$ cat src/rtl/mem_axi_bridge_if.sv
`default_nettype none
// ============================================================================
// Module      : mem_axi_bridge_if
// Description : Bundle of the arbiter-side line interface, the AXI4 master
//               channels and the AC snoop channel used by mem_axi_bridge.
//               "master" is the bridge view, "slave" is the environment view.
// Revision    : 1.0 - initial release
// ============================================================================
interface mem_axi_bridge_if #(
  parameter int ADDR_W = 64,
  parameter int BUS_W  = 64,
  parameter int LINE_W = 512
);
  // Arbiter side
  logic                 mem_req;
  logic                 mem_wr_en;
  logic [ADDR_W-1:0]    mem_address;
  logic [LINE_W-1:0]    mem_data_out;
  logic [LINE_W-1:0]    data_from_mem;
  logic                 mem_data_valid;
  logic                 invalidate_cache;
  logic [ADDR_W-1:0]    invalidate_cache_addr;

  // AXI read address / data
  logic                 m_axi_arvalid;
  logic                 m_axi_arready;
  logic [ADDR_W-1:0]    m_axi_araddr;
  logic [7:0]           m_axi_arlen;
  logic [2:0]           m_axi_arsize;
  logic [1:0]           m_axi_arburst;
  logic                 m_axi_rvalid;
  logic                 m_axi_rready;
  logic [BUS_W-1:0]     m_axi_rdata;

  // AXI write address / data / response
  logic                 m_axi_awvalid;
  logic                 m_axi_awready;
  logic [ADDR_W-1:0]    m_axi_awaddr;
  logic [7:0]           m_axi_awlen;
  logic [2:0]           m_axi_awsize;
  logic [1:0]           m_axi_awburst;
  logic                 m_axi_wvalid;
  logic                 m_axi_wready;
  logic [BUS_W-1:0]     m_axi_wdata;
  logic [BUS_W/8-1:0]   m_axi_wstrb;
  logic                 m_axi_wlast;
  logic                 m_axi_bvalid;
  logic                 m_axi_bready;

  // Snoop address channel
  logic                 ac_valid;
  logic                 ac_ready;
  logic [ADDR_W-1:0]    ac_addr;

  modport master (
    input  mem_req, mem_wr_en, mem_address, mem_data_out,
    output data_from_mem, mem_data_valid, invalidate_cache, invalidate_cache_addr,
    output m_axi_arvalid, m_axi_araddr, m_axi_arlen, m_axi_arsize, m_axi_arburst,
    input  m_axi_arready,
    input  m_axi_rvalid, m_axi_rdata,
    output m_axi_rready,
    output m_axi_awvalid, m_axi_awaddr, m_axi_awlen, m_axi_awsize, m_axi_awburst,
    input  m_axi_awready,
    output m_axi_wvalid, m_axi_wdata, m_axi_wstrb, m_axi_wlast,
    input  m_axi_wready,
    input  m_axi_bvalid,
    output m_axi_bready,
    input  ac_valid, ac_addr,
    output ac_ready
  );

  modport slave (
    output mem_req, mem_wr_en, mem_address, mem_data_out,
    input  data_from_mem, mem_data_valid, invalidate_cache, invalidate_cache_addr,
    input  m_axi_arvalid, m_axi_araddr, m_axi_arlen, m_axi_arsize, m_axi_arburst,
    output m_axi_arready,
    output m_axi_rvalid, m_axi_rdata,
    input  m_axi_rready,
    input  m_axi_awvalid, m_axi_awaddr, m_axi_awlen, m_axi_awsize, m_axi_awburst,
    output m_axi_awready,
    input  m_axi_wvalid, m_axi_wdata, m_axi_wstrb, m_axi_wlast,
    output m_axi_wready,
    output m_axi_bvalid,
    input  m_axi_bready,
    output ac_valid, ac_addr,
    input  ac_ready
  );
endinterface
`default_nettype wire

$ cat src/rtl/mem_axi_bridge.sv
`default_nettype none
// ============================================================================
// Module      : mem_axi_bridge
// Description : Executes one cache-line read fill or write-back at a time as
//               a single 8-beat INCR AXI4 burst; forwards AC snoops to the
//               arbiter as one-cycle invalidate pulses.
// Revision    : 1.0 - initial release
// ============================================================================
module mem_axi_bridge #(
  parameter int ADDR_W = 64,
  parameter int BUS_W  = 64,
  parameter int LINE_W = 512
) (
  input  logic             clk,
  input  logic             rst,
  mem_axi_bridge_if.master bus
);
  localparam int BEATS = LINE_W / BUS_W;
  localparam int CNT_W = $clog2(BEATS);
  localparam logic [ADDR_W-1:0] LINE_MASK = ~ADDR_W'(LINE_W / 8 - 1);
  localparam logic [CNT_W-1:0]  LAST_BEAT = CNT_W'(BEATS - 1);

  typedef enum logic [2:0] {
    IDLE    = 3'd0,
    RD_ADDR = 3'd1,
    RD_DATA = 3'd2,
    WR_ADDR = 3'd3,
    WR_DATA = 3'd4,
    WR_RESP = 3'd5,
    DONE    = 3'd6
  } state_t;

  state_t              state, state_nxt;
  logic [CNT_W-1:0]    cnt;
  logic [LINE_W-1:0]   line, line_nxt, rd_line;
  logic [ADDR_W-1:0]   addr, snoop_addr;
  logic                snoop_pulse;
  logic [BUS_W-1:0]    wr_word;
  logic                last_beat;
  logic                arvalid, rready, awvalid, wvalid, wlast, bready, done;

  assign last_beat = (cnt == LAST_BEAT);

  // Lane select: outgoing write beat and the line with the incoming read beat merged in
  always_comb begin
    wr_word  = '0;
    line_nxt = line;
    for (int i = 0; i < BEATS; i++) begin
      if (cnt == CNT_W'(i)) begin
        wr_word                    = line[i*BUS_W +: BUS_W];
        line_nxt[i*BUS_W +: BUS_W] = bus.m_axi_rdata;
      end
    end
  end

  // State register; reset abandons any burst in flight
  always_ff @(posedge clk or negedge rst) begin
    if (!rst) state <= IDLE;
    else      state <= state_nxt;
  end

  // Next state and channel controls, decoded from state and beat counter only
  always_comb begin
    state_nxt = state;
    arvalid   = 1'b0;
    rready    = 1'b0;
    awvalid   = 1'b0;
    wvalid    = 1'b0;
    wlast     = 1'b0;
    bready    = 1'b0;
    done      = 1'b0;
    case (state)
      IDLE: begin
        if (bus.mem_req) state_nxt = bus.mem_wr_en ? WR_ADDR : RD_ADDR;
      end
      RD_ADDR: begin
        arvalid = 1'b1;
        if (bus.m_axi_arready) state_nxt = RD_DATA;
      end
      RD_DATA: begin
        rready = 1'b1;
        if (bus.m_axi_rvalid && last_beat) state_nxt = DONE;
      end
      WR_ADDR: begin
        awvalid = 1'b1;
        if (bus.m_axi_awready) state_nxt = WR_DATA;
      end
      WR_DATA: begin
        wvalid = 1'b1;
        wlast  = last_beat;
        if (bus.m_axi_wready && last_beat) state_nxt = WR_RESP;
      end
      WR_RESP: begin
        bready = 1'b1;
        if (bus.m_axi_bvalid) state_nxt = DONE;
      end
      DONE: begin
        done      = 1'b1;
        state_nxt = IDLE;
      end
      default: state_nxt = IDLE;
    endcase
  end

  // Request capture, beat counting and read-line assembly
  always_ff @(posedge clk or negedge rst) begin
    if (!rst) begin
      cnt     <= '0;
      line    <= '0;
      addr    <= '0;
      rd_line <= '0;
    end else begin
      case (state)
        IDLE: begin
          if (bus.mem_req) begin
            addr <= bus.mem_address & LINE_MASK;
            line <= bus.mem_data_out;
            cnt  <= '0;
          end
        end
        RD_ADDR: if (bus.m_axi_arready) cnt <= '0;
        RD_DATA: begin
          if (bus.m_axi_rvalid) begin
            line <= line_nxt;
            cnt  <= cnt + CNT_W'(1);
            // Publish the completed line so it is visible during DONE
            if (last_beat) rd_line <= line_nxt;
          end
        end
        WR_ADDR: if (bus.m_axi_awready) cnt <= '0;
        WR_DATA: if (bus.m_axi_wready) cnt <= cnt + CNT_W'(1);
        default: ;
      endcase
    end
  end

  // Snoop forwarding, independent of the burst FSM
  always_ff @(posedge clk or negedge rst) begin
    if (!rst) begin
      snoop_pulse <= 1'b0;
      snoop_addr  <= '0;
    end else begin
      snoop_pulse <= bus.ac_valid;
      if (bus.ac_valid) snoop_addr <= bus.ac_addr & LINE_MASK;
    end
  end

  assign bus.data_from_mem         = rd_line;
  assign bus.mem_data_valid        = done;
  assign bus.invalidate_cache      = snoop_pulse;
  assign bus.invalidate_cache_addr = snoop_addr;
  assign bus.ac_ready              = 1'b1;

  assign bus.m_axi_arvalid = arvalid;
  assign bus.m_axi_araddr  = addr;
  assign bus.m_axi_arlen   = 8'(BEATS - 1);
  assign bus.m_axi_arsize  = 3'($clog2(BUS_W / 8));
  assign bus.m_axi_arburst = 2'b01;
  assign bus.m_axi_rready  = rready;

  assign bus.m_axi_awvalid = awvalid;
  assign bus.m_axi_awaddr  = addr;
  assign bus.m_axi_awlen   = 8'(BEATS - 1);
  assign bus.m_axi_awsize  = 3'($clog2(BUS_W / 8));
  assign bus.m_axi_awburst = 2'b01;
  assign bus.m_axi_wvalid  = wvalid;
  assign bus.m_axi_wdata   = wvalid ? wr_word : '0;
  assign bus.m_axi_wstrb   = '1;
  assign bus.m_axi_wlast   = wlast;
  assign bus.m_axi_bready  = bready;
endmodule
`default_nettype wire

$ cat src/flat_wrapper.sv
// flat-port wrapper written by rule: the top's interface ports become plain ports
module mem_axi_bridge_flat 
#(
  parameter int ADDR_W = 64,
  parameter int BUS_W  = 64,
  parameter int LINE_W = 512
)
  (clk, rst, bus_mem_req, bus_mem_wr_en, bus_mem_address, bus_mem_data_out, bus_data_from_mem, bus_mem_data_valid, bus_invalidate_cache, bus_invalidate_cache_addr, bus_m_axi_arvalid, bus_m_axi_araddr, bus_m_axi_arlen, bus_m_axi_arsize, bus_m_axi_arburst, bus_m_axi_arready, bus_m_axi_rvalid, bus_m_axi_rdata, bus_m_axi_rready, bus_m_axi_awvalid, bus_m_axi_awaddr, bus_m_axi_awlen, bus_m_axi_awsize, bus_m_axi_awburst, bus_m_axi_awready, bus_m_axi_wvalid, bus_m_axi_wdata, bus_m_axi_wstrb, bus_m_axi_wlast, bus_m_axi_wready, bus_m_axi_bvalid, bus_m_axi_bready, bus_ac_valid, bus_ac_addr, bus_ac_ready);
  mem_axi_bridge_if #(.ADDR_W(ADDR_W), .BUS_W(BUS_W), .LINE_W(LINE_W)) bus_i ();
  input  logic clk;
  input  logic rst;
  input wire logic [$bits(bus_i.mem_req)-1:0] bus_mem_req;
  input wire logic [$bits(bus_i.mem_wr_en)-1:0] bus_mem_wr_en;
  input wire logic [$bits(bus_i.mem_address)-1:0] bus_mem_address;
  input wire logic [$bits(bus_i.mem_data_out)-1:0] bus_mem_data_out;
  output wire logic [$bits(bus_i.data_from_mem)-1:0] bus_data_from_mem;
  output wire logic [$bits(bus_i.mem_data_valid)-1:0] bus_mem_data_valid;
  output wire logic [$bits(bus_i.invalidate_cache)-1:0] bus_invalidate_cache;
  output wire logic [$bits(bus_i.invalidate_cache_addr)-1:0] bus_invalidate_cache_addr;
  output wire logic [$bits(bus_i.m_axi_arvalid)-1:0] bus_m_axi_arvalid;
  output wire logic [$bits(bus_i.m_axi_araddr)-1:0] bus_m_axi_araddr;
  output wire logic [$bits(bus_i.m_axi_arlen)-1:0] bus_m_axi_arlen;
  output wire logic [$bits(bus_i.m_axi_arsize)-1:0] bus_m_axi_arsize;
  output wire logic [$bits(bus_i.m_axi_arburst)-1:0] bus_m_axi_arburst;
  input wire logic [$bits(bus_i.m_axi_arready)-1:0] bus_m_axi_arready;
  input wire logic [$bits(bus_i.m_axi_rvalid)-1:0] bus_m_axi_rvalid;
  input wire logic [$bits(bus_i.m_axi_rdata)-1:0] bus_m_axi_rdata;
  output wire logic [$bits(bus_i.m_axi_rready)-1:0] bus_m_axi_rready;
  output wire logic [$bits(bus_i.m_axi_awvalid)-1:0] bus_m_axi_awvalid;
  output wire logic [$bits(bus_i.m_axi_awaddr)-1:0] bus_m_axi_awaddr;
  output wire logic [$bits(bus_i.m_axi_awlen)-1:0] bus_m_axi_awlen;
  output wire logic [$bits(bus_i.m_axi_awsize)-1:0] bus_m_axi_awsize;
  output wire logic [$bits(bus_i.m_axi_awburst)-1:0] bus_m_axi_awburst;
  input wire logic [$bits(bus_i.m_axi_awready)-1:0] bus_m_axi_awready;
  output wire logic [$bits(bus_i.m_axi_wvalid)-1:0] bus_m_axi_wvalid;
  output wire logic [$bits(bus_i.m_axi_wdata)-1:0] bus_m_axi_wdata;
  output wire logic [$bits(bus_i.m_axi_wstrb)-1:0] bus_m_axi_wstrb;
  output wire logic [$bits(bus_i.m_axi_wlast)-1:0] bus_m_axi_wlast;
  input wire logic [$bits(bus_i.m_axi_wready)-1:0] bus_m_axi_wready;
  input wire logic [$bits(bus_i.m_axi_bvalid)-1:0] bus_m_axi_bvalid;
  output wire logic [$bits(bus_i.m_axi_bready)-1:0] bus_m_axi_bready;
  input wire logic [$bits(bus_i.ac_valid)-1:0] bus_ac_valid;
  input wire logic [$bits(bus_i.ac_addr)-1:0] bus_ac_addr;
  output wire logic [$bits(bus_i.ac_ready)-1:0] bus_ac_ready;
  assign bus_i.mem_req = bus_mem_req;
  assign bus_i.mem_wr_en = bus_mem_wr_en;
  assign bus_i.mem_address = bus_mem_address;
  assign bus_i.mem_data_out = bus_mem_data_out;
  assign bus_data_from_mem = bus_i.data_from_mem;
  assign bus_mem_data_valid = bus_i.mem_data_valid;
  assign bus_invalidate_cache = bus_i.invalidate_cache;
  assign bus_invalidate_cache_addr = bus_i.invalidate_cache_addr;
  assign bus_m_axi_arvalid = bus_i.m_axi_arvalid;
  assign bus_m_axi_araddr = bus_i.m_axi_araddr;
  assign bus_m_axi_arlen = bus_i.m_axi_arlen;
  assign bus_m_axi_arsize = bus_i.m_axi_arsize;
  assign bus_m_axi_arburst = bus_i.m_axi_arburst;
  assign bus_i.m_axi_arready = bus_m_axi_arready;
  assign bus_i.m_axi_rvalid = bus_m_axi_rvalid;
  assign bus_i.m_axi_rdata = bus_m_axi_rdata;
  assign bus_m_axi_rready = bus_i.m_axi_rready;
  assign bus_m_axi_awvalid = bus_i.m_axi_awvalid;
  assign bus_m_axi_awaddr = bus_i.m_axi_awaddr;
  assign bus_m_axi_awlen = bus_i.m_axi_awlen;
  assign bus_m_axi_awsize = bus_i.m_axi_awsize;
  assign bus_m_axi_awburst = bus_i.m_axi_awburst;
  assign bus_i.m_axi_awready = bus_m_axi_awready;
  assign bus_m_axi_wvalid = bus_i.m_axi_wvalid;
  assign bus_m_axi_wdata = bus_i.m_axi_wdata;
  assign bus_m_axi_wstrb = bus_i.m_axi_wstrb;
  assign bus_m_axi_wlast = bus_i.m_axi_wlast;
  assign bus_i.m_axi_wready = bus_m_axi_wready;
  assign bus_i.m_axi_bvalid = bus_m_axi_bvalid;
  assign bus_m_axi_bready = bus_i.m_axi_bready;
  assign bus_i.ac_valid = bus_ac_valid;
  assign bus_i.ac_addr = bus_ac_addr;
  assign bus_ac_ready = bus_i.ac_ready;
  mem_axi_bridge #(.ADDR_W(ADDR_W), .BUS_W(BUS_W), .LINE_W(LINE_W)) u_core (.clk(clk), .rst(rst), .bus(bus_i));
endmodule
$ cat config.mk
export PLATFORM = sky130hd
export DESIGN_NAME = mem_axi_bridge_flat
export DESIGN_NICKNAME = d
export VERILOG_FILES = /design/src/rtl/mem_axi_bridge_if.sv /design/src/rtl/mem_axi_bridge.sv /design/src/flat_wrapper.sv
export SDC_FILE = /design/constraint.sdc
export NUM_CORES = 2
export LEC_CHECK = 0
export ABC_AREA = 1
export CAP_MARGIN = 20
export CORE_AREA = 10 10 579 581
export DETAILED_ROUTE_END_ITERATION = 12
export DIE_AREA = 0 0 589 591
export SYNTH_ARGS = -nofsm -noshare
export SYNTH_HDL_FRONTEND = slang
export SYNTH_SLANG_ARGS = --single-unit
$ cat constraint.sdc
create_clock -name clk -period 3.4 [get_ports clk]
set_input_delay 0.68 -clock clk [delete_from_list [all_inputs] [get_ports clk]]
set_output_delay 0.68 -clock clk [all_outputs]
set_load 0.05 [all_outputs]
Word level (Yosys, flattened, before mapping)
Cells that the tools add are included.
{"block": "totals", "register_bits": 1147, "inputBits": 714, "output_inout_bits": 811}
{"block": "op_classes", "addsub": 1, "n_eq_ne": 21, "n_mux": 41, "reduce_logical": 11}
{"operator": "$mux W64", "n": 17}
{"operator": "$mux W512", "n": 2}
{"operator": "$pmux W512 S2", "n": 1}
{"operator": "$mux W3", "n": 11}
{"operator": "$eq A3 B3 Y1 const B", "n": 7}
{"operator": "$pmux W3 S6", "n": 1}
{"operator": "$pmux W3 S5", "n": 1}
{"operator": "$eq A3 B2 Y1 const B", "n": 4}
{"operator": "$ne A2 B2 Y1 const B", "n": 6}
{"operator": "$reduce_and A6 Y1", "n": 2}
{"operator": "$mux W1", "n": 7}
{"operator": "$eq A3 B1 Y1 const B", "n": 2}
{"operator": "$logic_not A3 Y1", "n": 2}
{"operator": "$reduce_and A3 Y1", "n": 2}
{"operator": "$reduce_bool A5 Y1", "n": 1}
{"operator": "$ne A2 B1 Y1 const B", "n": 2}
{"operator": "$add A3 B1 Y3 const B", "n": 1}
{"operator": "$logic_and A1 B1 Y1", "n": 2}
{"operator": "$mux W2", "n": 1}
{"operator": "$reduce_and A2 Y1", "n": 1}
{"operator": "$reduce_bool A2 Y1", "n": 1}

Longest topological paths before layout
{"block": "depth", "ltp_word": 10, "depth_mapped": 13, "ltp_nobuf": 12}

Worst setup path after synthesis
OpenSTA, ideal clock, no wires.
{"block": "synth_path", "path_kind": "register -> output", "from": "register u_core.cnt[2]", "to": "output bus_m_axi_wdata[43]", "arrival_ns": 2.684, "required_time_ns": 2.720, "setup_slack_ns": 0.036, "path_stages_with_launch": 14, "path_buffers": 5, "path_cell_list": "dfrtp_1 > buf_2 > inv_1 > clkbuf_1 > ha_1 > buf_2 > inv_1 > buf_2 > buf_1 > nand3_1 > nand3_1 > nand2_1 > nand2_1 > a21oi_1"}
{"block": "synth_via", "elab_chain_cells": 10, "word_cells_on_any_way": 17, "cone_classes": "eq/ne (7); mux (9); reduce/logical (1)"}
{"element": "start, declared", "line": "mem_axi_bridge.sv:34", "rtl": "logic [CNT_W-1:0] cnt;"}
{"element": "start signal, assigned", "line": "mem_axi_bridge.sv:125", "rtl": "cnt <= cnt + CNT_W'(1);"}
{"element": "start signal, assigned", "line": "mem_axi_bridge.sv:131", "rtl": "WR_DATA: if (bus.m_axi_wready) cnt <= cnt + CNT_W'(1);"}
{"element": "$logic_not A3 Y1", "line": "mem_axi_bridge.sv:49", "rtl": "if (cnt == CNT_W'(i)) begin"}
{"element": "$mux W64 (7 in series)", "line": "mem_axi_bridge.sv:49"}
{"element": "$mux W64 *", "line": "mem_axi_bridge.sv:49"}
{"element": "$mux W64 *", "line": "mem_axi_bridge.sv:167", "rtl": "assign bus.m_axi_wdata = wvalid ? wr_word : '0;"}
{"element": "end, declared", "line": "flat_wrapper.sv:36", "rtl": "output wire logic [$bits(bus_i.m_axi_wdata)-1:0] bus_m_axi_wdata;"}
Mark *: on every way between the ends. The rest lies on a longest branch, timed or not.

Worst setup path in the final report
{"block": "layout_path", "from": "register u_core.cnt[1]", "to": "output bus_m_axi_wdata[23]"}
The elaborated chain is that of the path after synthesis.

==> results.cfg <==
[critical_path]
critical-path-max-stage-delay_ns = 0.43
cp_top_family = buffers and inverters
cp_cell_sequence = inv_4 > ha_4 > inv_2 > nor2_4 > buf_6 > buf_12 > clkbuf_16 > buf_6 > nand2_4 > nand3_2 > nand3_2 > nand3_2 > nand2_2 > nand2_2 > a21oi_4 > buf_12
start_kind = register
worstSetupEndpointType = output pin
worstSetupPathType = register to output pin
crit_slowest_cell = dfrtp_2
cp_max_fo = 7
crit_top_cell = nand3_2
critical_path_required_ns = 2.72
critPathArrivalTime_ns = 3.12
worst-path-buf-inv = 7

[floorplanning]
dieHeight_um = 591
fp-row-count = 209
initial_core_util = 0.182
die_area_um2 = 348000
core_um2 = 323000
dieWidth_um = 589
ios = 1525

[global_routing]
grt_pass1_wl_um = 475000
grt.total_usage = 0.190
grt_max_degree = 137
grt_pass1_vias = 55754
grt_overflow = 0
antenna_found_initial = 150

[pwr]
power_density_nw_per_um2 = 856
switchingPower_mw = 35.8
p_int_mw = 41.5
leakage_nw = 41.0
p_total_mw = 77.3
p_clk_frac = 0.217
p_sw_frac = 0.463
combinationalPowerShare = 0.516
ir_worst_vdd_mv = 0.756
power_frac_seq = 0.267

[placement]
io_buffers = 1459
dp.final_hpwl_um = 264000
place_congestion = 0.909

[timing]
maxSlewHeadroom = 0.235
fin_ws_ns = -0.400
finalHoldViolCount = 0
min_period_ns = 3.80
setup_viol_count_final = 64
fmax_ghz = 0.263
finalCritPeriodShare = 1.12
fin_skew_ns = 0.0653
worst_slew_pin_slew_ns = 1.15
drv_slew = 0
rsz0062_at_grt = yes
whs_ns = 0.414

[clock_tree]
insertion_delay_ns = 0.85
htree_levels = 4
clockRootBuffer = clkbuf_16
clock_path_buffers = 4
cts.clk_slew.worst_paths_ns = 0.06
cts_buffers = 149
clock-sinks = 1147
cts_tree = yes

[yosys]
yosys-top-cells-area = dfrtp_1, nand2_1, mux2_2
syn_inst = 7039
ys_top_cells_by_count = nand2_1, dfrtp_1, nor2_1
async_reset_ff_frac = 1.00
avgSynthCellArea_um2 = 8.36
synth.most_common_cell = nand2_1
synth-seq-cells = 1147
ys_warn_count = 0
yosysSeqAreaShare = 0.488
yosysTopAreaCell = dfrtp_1
ys.flop_type = dfrtp_1
ys_types = 23
synth_edf_count = 0
synth_top_cell_area_share = 0.488
netlist_area_um2 = 58800

[run_status]
status = finished with violations
violations = negative setup slack

[drt]
drt_iter0_markers = 6393
dr.max_layer_used = met5
routed_wl_um = 369000
met1_length_um = 136000
drt-vias-per-instance = 4.56
met2WireLength_um = 173000
dr_total_vias = 59379
dr.pass1.iters = 6
route.detailed.drc = 0
ant_nets = 0
wl_met3_um = 38300
wl_per_cell_um = 28.4

[finish]
post-route-util = 0.280
fin_nets = 9222
area_growth_pct = 53.6
n_fill_cell = 34339
drive_gt1_frac = 0.201

[min_path]
hp-class = primary input to register

[flow_run]
drv_cap = 0
==> worst register-to-register path: stages, from the launching register on <==
cell and delay (ns):
dfrtp_2 0.45, inv_4 0.10, ha_4 0.19, buf_12 0.17, buf_12 0.13, nand2_8 0.07
buf_12 0.16, buf_4 0.14, buf_4 0.16, bufbuf_16 0.31, o21ai_0 0.60, nand2_1 0.11
a31oi_1 0.19
==> cells in the final DEF, fill, tap and decap left out, types with 5 or more instances in the layout <==
master and n:
clkbuf_16 180, nand3_2 96, mux2_2 628, inv_1 325, nand3_4 47, nand2_4 26, clkinv_8 5, clkinvlp_4 9
a21oi_1 70, bufinv_16 12, diode_2 73, clkbuf_1 34, clkinv_2 15, inv_16 6, conb_1 53, bufbuf_16 11
a21oi_2 38, clkbuf_8 31, buf_12 178, ha_4 6, nand2_2 87, a31oi_1 513, buf_4 223, nand3_1 181
clkdlybuf4s50_1 1374, a21oi_4 23, dfrtp_1 1144, nor2_1 708, buf_6 36, o21ai_0 521, buf_8 16, buf_16 35
nand2_1 1948
==> registers in the layout (all words and copies together) (netlist names) <==
| signal | flops |
|---|---|
| u_core.state | 3 |
| u_core.bus.m_axi_araddr | 58 |
| u_core.cnt | 3 |
| u_core.bus.data_from_mem | 512 |
| u_core.bus.invalidate_cache | 1 |
| u_core.line | 512 |
| u_core.bus.invalidate_cache_addr | 58 |
==> cells by family (layout without fill, tap and decap cells) <==
logic type | Yosys count | after routing | share of synthesized area
AOI/OAI and AO/OA | 1167 | 1167 | 0.110
DFF | 1147 | 1147 | 0.488
muxes | 628 | 628 | 0.120
and+or+nand+nor | 3109 | 3109 | 0.206
buffers and inverters | 980 | 2506 | 0.0745
adders and majority gates | 6 | 6 | 0.00128
other | 2 | 126 | 0.000128
==> per-layer routing <==
metal | global-route usage | up-vias
met2 | 0.313 | 3337
met4 | 0.0907 | 42
met3 | 0.0657 | 703
met5 | 0 | -
li1 | - | 26153
met1 | 0.222 | 29144
==> path summary, 6_finish.rpt <==
kind | slack [ns] | endpoint | cells past startpoint | startpoint
setup / recovery | -0.40 | bus_m_axi_wdata[23] | 16 | u_core.cnt[1]
hold / removal | 0.41 | u_core.line[183] | 3 | bus_mem_data_out[183]
setup reg to reg | 0.54 | u_core.line[276] | 12 | u_core.cnt[0]
hold reg to reg | 0.50 | u_core.bus.data_from_mem[203] | 1 | u_core.bus.data_from_mem[203]
max in group asynchronous | 1.84 | u_core.bus.data_from_mem[189] | 3 | rst
min in group asynchronous | 0.50 | u_core.line[29] | 2 | rst
==> power by group through the flow <==
| stage | Sequential [mW] | Clock, mW | Combinational, mW |
|---|---|---|---|
| global placement | 20.6 | 0 | 34.8 |
| floorplan | 21.8 | 0 | 20.4 |
| CTS | 20.5 | 17.2 | 37.4 |
| detailed placement | 20.7 | 0 | 35.2 |
| global route | 21.0 | 17.6 | 43.1 |
| finish | 20.6 | 16.8 | 39.9 |
==> area by class of cell <==
class / instances / area (µm²) / area share
repair buffers: 1904 / 21700 / 0.240
repair inverters: 1 / 11.3 / 0.000125
clock buffers: 218 / 4380 / 0.0485
multi-input cells: 4963 / 28000 / 0.310
diodes: 73 / 183 / 0.00202
flip-flops and latches: 1147 / 28700 / 0.318
clock inverters: 47 / 667 / 0.00738
well taps: 4325 / 5410 / 0.0599
inverters: 336 / 1350 / 0.0149
==> metrics by stage <==
step	std cells	area, µm²	setup slack [ns]	setup TNS [ns]
detailed placement	12492	79800	0.0958	0
CTS	12835	87200	-0.452	-22.67
global route	12998	90300	-0.508	-27.42
finish	13014	90400	-0.400	-18.05
floorplan	7090	59000	0.0359	0
global placement	12492	79800	0.138	0
==> repair_timing <==
action                                  CTS  global route
endpoints found under the setup margin   67            68
gates cloned                             24            31
hold endpoints to repair                 45             0
gates resized for setup                 245           342
hold buffers                              1             0
pin swaps                                31           113
setup buffers                            54            82
No activity file was read; power rests on OpenSTA's default activity.
